$ cat config.mk
export PLATFORM = sky130hd
export DESIGN_NAME = sonic_echo_responder
export DESIGN_NICKNAME = d
export VERILOG_FILES = /design/src/rtl/sonic_echo_responder.sv
export SDC_FILE = /design/constraint.sdc
export NUM_CORES = 1
export LEC_CHECK = 0
export CAP_MARGIN = 20
export CORE_AREA = 5 5 147 149
export CTS_BUF_LIST = sky130_fd_sc_hd__clkbuf_4 sky130_fd_sc_hd__clkbuf_8
export DETAILED_ROUTE_END_ITERATION = 8
export DIE_AREA = 0 0 152 154
export GPL_TIMING_DRIVEN = 0
export PLACE_DENSITY = 0.43
export SYNTH_ARGS = -nofsm -noshare
export SYNTH_HDL_FRONTEND = slang
export SYNTH_SLANG_ARGS = --single-unit
$ cat constraint.sdc
create_clock -name clk -period 3.6 [get_ports clk]
set_input_delay 0.9 -clock clk [delete_from_list [all_inputs] [get_ports clk]]
set_output_delay 0.9 -clock clk [all_outputs]
set_load 0.02 [all_outputs]
$ cat src/rtl/sonic_echo_responder.sv
// sonic_echo_responder
//   Cycle-accurate responder end of the HC-SR04 trig/echo protocol. A Trig pulse
//   that is long enough starts a measurement. The block waits out the acoustic
//   burst, then holds Echo high for a width proportional to the programmed
//   distance, or for the no-echo timeout. A dead time follows, during which
//   further Trig activity is ignored.
//
//   Ports
//     clk         in   1  system clock
//     rst_n       in   1  synchronous reset, active low
//     trig        in   1  Trig from the initiator, asynchronous
//     dist_cm     in   9  simulated distance in cm
//     obstacle    in   1  1: obstacle present at dist_cm, 0: nothing in range
//     echo        out  1  Echo to the initiator
//     busy        out  1  high in every state except IDLE
//     short_trig  out  1  one-cycle pulse when a Trig is rejected as too short
//     meas_cnt    out  8  completed measurements, wraps 255 -> 0
//
//   Optional build macro SONIC_NOISE_EN: a 16-bit Galois LFSR (seed 16'hACE1)
//   adds lfsr[7:0] extra cycles to in-range echo widths and advances once per
//   completed measurement. Without the macro the echo width is exact.
`timescale 1ns/1ps

module sonic_echo_responder #(
   parameter int TRIG_MIN_CYC = 1000,
   parameter int BURST_CYC    = 20000,
   parameter int UNIT_CYC     = 5800,
   parameter int MAX_CM       = 400,
   parameter int NOECHO_CYC   = 3800000,
   parameter int HOLDOFF_CYC  = 6000000
) (
   input  logic       clk,
   input  logic       rst_n,
   input  logic       trig,
   input  logic [8:0] dist_cm,
   input  logic       obstacle,
   output logic       echo,
   output logic       busy,
   output logic       short_trig,
   output logic [7:0] meas_cnt
);

   // The inner counter doubles as the flat timeout counter, so it must hold
   // whichever of UNIT_CYC / NOECHO_CYC is larger.
   localparam int UNIT_MAX = (NOECHO_CYC > UNIT_CYC) ? NOECHO_CYC : UNIT_CYC;
   localparam int UW = $clog2(UNIT_MAX + 1);
   localparam int CW = $clog2(MAX_CM + 1);
   localparam int BW = $clog2(BURST_CYC + 1);
   localparam int HW = $clog2(HOLDOFF_CYC + 1);

   typedef enum logic [2:0] {
      S_IDLE,
      S_TRIG,
      S_BURST,
      S_ECHO,
      S_HOLDOFF
   } state_t;

   state_t        state;
   logic          trig_meta;
   logic          trig_s;
   logic          trig_prev;
   logic [15:0]   hi_cnt;
   logic [BW-1:0] burst_cnt;
   logic [UW-1:0] unit_cnt;
   logic [CW-1:0] cm_cnt;
   logic [HW-1:0] hold_cnt;
   logic [8:0]    snap_dist;
   logic          snap_obs;

   // Synchroniser and edge-history flops are left out of reset on purpose:
   // a Trig held high through reset must not look like a fresh rising edge.
   always_ff @(posedge clk) begin
      trig_meta <= trig;
      trig_s    <= trig_meta;
      trig_prev <= trig_s;
   end

   // Echo width is unit_last+1 cycles per step, cm_last+1 steps. The timeout
   // case collapses to a single step of NOECHO_CYC cycles.
   logic          in_range;
   logic [8:0]    eff_dist;
   logic [UW-1:0] unit_last;
   logic [CW-1:0] cm_last;
   logic          nested_last;
   logic          echo_done;

   assign in_range    = snap_obs && (int'(snap_dist) <= MAX_CM);
   assign eff_dist    = (snap_dist == 9'd0) ? 9'd1 : snap_dist;
   assign unit_last   = in_range ? UW'(UNIT_CYC - 1) : UW'(NOECHO_CYC - 1);
   assign cm_last     = in_range ? CW'(eff_dist - 9'd1) : '0;
   assign nested_last = (unit_cnt == unit_last) && (cm_cnt == cm_last);

`ifdef SONIC_NOISE_EN
   logic [15:0] lfsr;
   logic [7:0]  extra;
   logic [7:0]  noise_cnt;
   logic        tail;

   // Jitter applies to real echoes only; the timeout width stays exact.
   assign extra     = in_range ? lfsr[7:0] : 8'd0;
   assign echo_done = tail ? (noise_cnt == extra - 8'd1)
                           : (nested_last && (extra == 8'd0));
`else
   assign echo_done = nested_last;
`endif

   always_ff @(posedge clk) begin
      if (!rst_n) begin
         state      <= S_IDLE;
         echo       <= 1'b0;
         busy       <= 1'b0;
         short_trig <= 1'b0;
         meas_cnt   <= 8'd0;
         hi_cnt     <= 16'd0;
         burst_cnt  <= '0;
         unit_cnt   <= '0;
         cm_cnt     <= '0;
         hold_cnt   <= '0;
         snap_dist  <= 9'd0;
         snap_obs   <= 1'b0;
`ifdef SONIC_NOISE_EN
         lfsr       <= 16'hACE1;
         noise_cnt  <= 8'd0;
         tail       <= 1'b0;
`endif
      end else begin
         short_trig <= 1'b0;
         case (state)
            S_IDLE: begin
               if (trig_s && !trig_prev) begin
                  state  <= S_TRIG;
                  busy   <= 1'b1;
                  hi_cnt <= 16'd1;
               end
            end
            S_TRIG: begin
               if (trig_s) begin
                  if (hi_cnt != 16'hFFFF)
                     hi_cnt <= hi_cnt + 16'd1;
               end else if (hi_cnt >= 16'(TRIG_MIN_CYC)) begin
                  // Freeze the target so later input changes cannot skew
                  // the measurement in flight.
                  state     <= S_BURST;
                  burst_cnt <= '0;
                  snap_dist <= dist_cm;
                  snap_obs  <= obstacle;
               end else begin
                  state      <= S_IDLE;
                  busy       <= 1'b0;
                  short_trig <= 1'b1;
               end
            end
            S_BURST: begin
               if (burst_cnt == BW'(BURST_CYC - 1)) begin
                  state    <= S_ECHO;
                  echo     <= 1'b1;
                  unit_cnt <= '0;
                  cm_cnt   <= '0;
`ifdef SONIC_NOISE_EN
                  tail     <= 1'b0;
`endif
               end else begin
                  burst_cnt <= burst_cnt + BW'(1);
               end
            end
            S_ECHO: begin
               if (echo_done) begin
                  state    <= S_HOLDOFF;
                  echo     <= 1'b0;
                  meas_cnt <= meas_cnt + 8'd1;
                  hold_cnt <= '0;
`ifdef SONIC_NOISE_EN
                  lfsr     <= {1'b0, lfsr[15:1]} ^ (lfsr[0] ? 16'hB400 : 16'h0000);
`endif
               end
`ifdef SONIC_NOISE_EN
               else if (tail) begin
                  noise_cnt <= noise_cnt + 8'd1;
               end else if (nested_last) begin
                  tail      <= 1'b1;
                  noise_cnt <= 8'd0;
               end
`endif
               else if (unit_cnt == unit_last) begin
                  unit_cnt <= '0;
                  cm_cnt   <= cm_cnt + CW'(1);
               end else begin
                  unit_cnt <= unit_cnt + UW'(1);
               end
            end
            S_HOLDOFF: begin
               if (hold_cnt == HW'(HOLDOFF_CYC - 1)) begin
                  state <= S_IDLE;
                  busy  <= 1'b0;
               end else begin
                  hold_cnt <= hold_cnt + HW'(1);
               end
            end
            default: begin
               state <= S_IDLE;
               busy  <= 1'b0;
               echo  <= 1'b0;
            end
         endcase
      end
   end

endmodule

==> flow_metrics.py <==
metrics = {
    "outcome": {
        "status": "completed",
    },
    "placed_design": {
        "gp_congestion": 0.8145,
        "place_hpwl_um": 11420,
        "numPortBuffers": 23,
        "place_area_um2": 6459,
        "dp_cells": 1031,
    },
    "final_layout": {
        "fillers": 2115,
        "final_common_cell": "dfxtp_1",
        "post-route-cell-area_um2": 7189,
        "nets": 825,
        "most-common-layout-cells": "105 x dfxtp_1, 93 x nor2_1, 65 x nand2_1",
        "syn_to_final_growth_pct": 22.07,
        "drive_gt1_share_pct": 14.34,
        "instances_no_fill": 1079,
        "antennaDiodeCount": 0,
    },
    "worst_setup_path": {
        "required_ns": 3.94,
        "rr_startpoint": "snap_dist[8]",
        "startpoint": "snap_dist[8]",
        "endpoint": "hold_cnt[5]",
        "criticalPathCategory": "reg2reg",
        "worstRegToRegCells": 15,
        "worst_r2r_endpoint": "hold_cnt[5]",
        "arrival_ns": 3.83,
        "cp-start-kind": "flip-flop",
        "end_kind": "flip-flop",
        "r2r_slack_ns": 0.11,
        "crit_fanout": 7,
    },
    "floorplanning": {
        "dieHeight_um": 154,
        "dieWidth_um": 152,
        "core-area_um2": 20040,
        "die_area_um2": 23410,
        "row_count": 52,
        "ioPinCount": 24,
        "start_util_pct": 29.39,
    },
    "clock_network": {
        "htreeDepth": 3,
        "root_buffer": "clkbuf_8",
        "cts_made_buffers": 9,
        "clkTransAtPathRegs_ns": 0.12,
        "ctsHoldBuffers": 0,
        "clk_latency_ns": 0.39,
        "cts_tree": "built",
        "clkSinkCount": 112,
        "clockBufferDepth": 2,
    },
    "drt": {
        "postRouteAntennaNets": 0,
        "dr.first_iter.drc_count": 361,
        "dr_total_vias": 5667,
        "drc_errors": 0,
        "routed_wl_um": 16090,
        "drt-pass1-iter-count": 7,
        "wl_per_cell_um": 14.91,
        "viasPerCell": 5.252,
    },
    "timing": {
        "fmax_ghz": 0.2864,
        "finalHoldViolations": 0,
        "worstMarginPinSlew_ns": 0.7455,
        "rsz0062_at_grt": "yes",
        "fin_skew_ns": 0.01640,
        "finalSetupViolations": 0,
        "slew_viol_final": 0,
        "maxSlewHeadroom_pct": 50.30,
        "post-route-period-util_pct": 96.99,
        "post-route-min-period_ns": 3.492,
    },
    "synthesis": {
        "yosysUniqueCellTypes": 66,
        "synth.avg_cell_area_um2": 7.980,
        "async_reset_ff_share_pct": 0,
        "yosys_warnings": 0,
        "syn_area_um2": 5889,
        "ys_seq_area_share_pct": 38.07,
        "syn_inst": 738,
        "ys_ff_latch": 112,
        "synth-edff-count": 0,
        "synth_nets": 759,
        "synth_ff_type": "dfxtp_1",
    },
    "power": {
        "fin_total_pwr_mw": 2.127,
        "leakage_nw": 2.277,
        "vdd_ir_drop_max_mv": 0.1197,
        "power_density_nw_per_um2": 295.9,
    },
    "job": {
        "max-cap-violations": 0,
    },
    "grt": {
        "grt_use_total_pct": 13.37,
        "first_global_vias": 5158,
        "grt_pass1_wl_um": 26240,
        "antenna_found_initial": 0,
        "grt_max_degree": 19,
        "overflow": 0,
    },
    "worst_hold_path": {
        "hold_class": "reg2reg",
    },
}
==> cell type report <==
cell class	instances	area, um^2	area share, %
clock buffers	10	131.4	1.827
plain buffers	37	234.0	3.254
inverters	14	55.05	0.7657
well taps	270	337.8	4.699
repair buffers	54	471.7	6.561
clock inverters	6	67.56	0.9398
multi-input cells	576	3641	50.64
flip-flops and latches	112	2251	31.31
==> how the worst min path moves through the flow <==
stage / to / start / cells after the start / slack [ns]
2_1_floorplan: trig_s / trig_meta / 0 / 0.31
3_3_place_gp: trig_s / trig_meta / 0 / 0.36
3_5_place_dp: trig_s / trig_meta / 0 / 0.35
4_1_cts: trig_s / trig_meta / 0 / 0.37
5_1_grt: trig_s / trig_meta / 0 / 0.39
6_report: trig_s / trig_meta / 0 / 0.38
==> state kept, by name, indices dropped and copies added (netlist names), 3 cells and up <==
| name | cells |
|---|---|
| burst_cnt | 15 |
| cm_cnt | 9 |
| hi_cnt | 16 |
| hold_cnt | 23 |
| meas_cnt | 8 |
| snap_dist | 9 |
| state | 3 |
| unit_cnt | 22 |
==> logic make-up after synthesis <==
kind of cell    after synthesis  share of synthesized area [%]
compound gates              177                          19.12
fa+ha+maj                     8                          1.700
xor+xnor                     35                          5.460
buf+inv                      51                          3.654
simple gates                340                          29.45
mux                          15                          2.549
flops                       112                          38.07
==> cells in the mapped netlist, types with 15 or more instances <==
| cell type | count | area share (%) |
|---|---|---|
| xor2_1 | 24 | 3.6 |
| nand3_1 | 42 | 3.6 |
| nand2_1 | 66 | 4.2 |
| dfxtp_1 | 112 | 38 |
| a21oi_1 | 48 | 4.1 |
| mux2i_1 | 15 | 2.5 |
| clkbuf_1 | 24 | 1.5 |
| a31oi_1 | 17 | 1.8 |
| nand4_1 | 18 | 1.9 |
| or3_1 | 27 | 2.9 |
| nor2_1 | 94 | 6.0 |
| o21ai_0 | 55 | 4.7 |
==> through the flow <==
step | utilization (%) | hold slack (ns) | setup WS (ns) | setup TNS [ns]
finish | 35.88 | 0.3778 | 0.1082 | 0
global placement | 32.23 | 0.3623 | -0.5649 | -22.45
detailed placement | 32.23 | 0.3509 | -0.5640 | -23.27
CTS | 34.07 | 0.3708 | -0.006424 | -0.01735
floorplan | - | 0.3096 | 0.08314 | 0
global route | 35.88 | 0.3867 | -0.03925 | -0.2212
==> power by group <==
part | switching, mW | internal, mW
sequential | 0.00798 | 1.24
clock | 0.458 | 0.333
combinational | 0.0533 | 0.0305
==> layer usage <==
| layer | track usage (%) | part of all wire [%] | vias to the layer above | routed length, um |
|---|---|---|---|---|
| met4 | 4.795 | 1.4 | 0 | 232 |
| met2 | 21.30 | 46 | 97 | 7405 |
| li1 | - | - | 2823 | - |
| met1 | 18.37 | 50 | 2735 | 8011 |
| met5 | 0 | 0 | - | 0 |
| met3 | 2.108 | 2.7 | 12 | 439 |
==> worst max-delay path, stage by stage (launching register included) <==
cell	delay, ns
dfxtp_1	0.34
buf_6	0.13
nor3_4	0.05
a31o_2	0.26
inv_4	0.07
ha_4	0.14
or3b_4	0.41
or4_4	0.47
a2111oi_4	0.32
a41oi_2	0.07
a32oi_2	0.25
buf_4	0.19
a21oi_4	0.10
buf_8	0.17
or3_4	0.38
a21oi_2	0.11
==> what timing repair did <==
action	4_1_cts	5_1_grt
resized for setup	34	53
gates cloned	1	2
setup buffers	4	24
hold endpoints to repair	0	0
pin swaps	5	26
endpoints found under the setup margin	76	60
No activity file was read; power rests on OpenSTA's default activity.
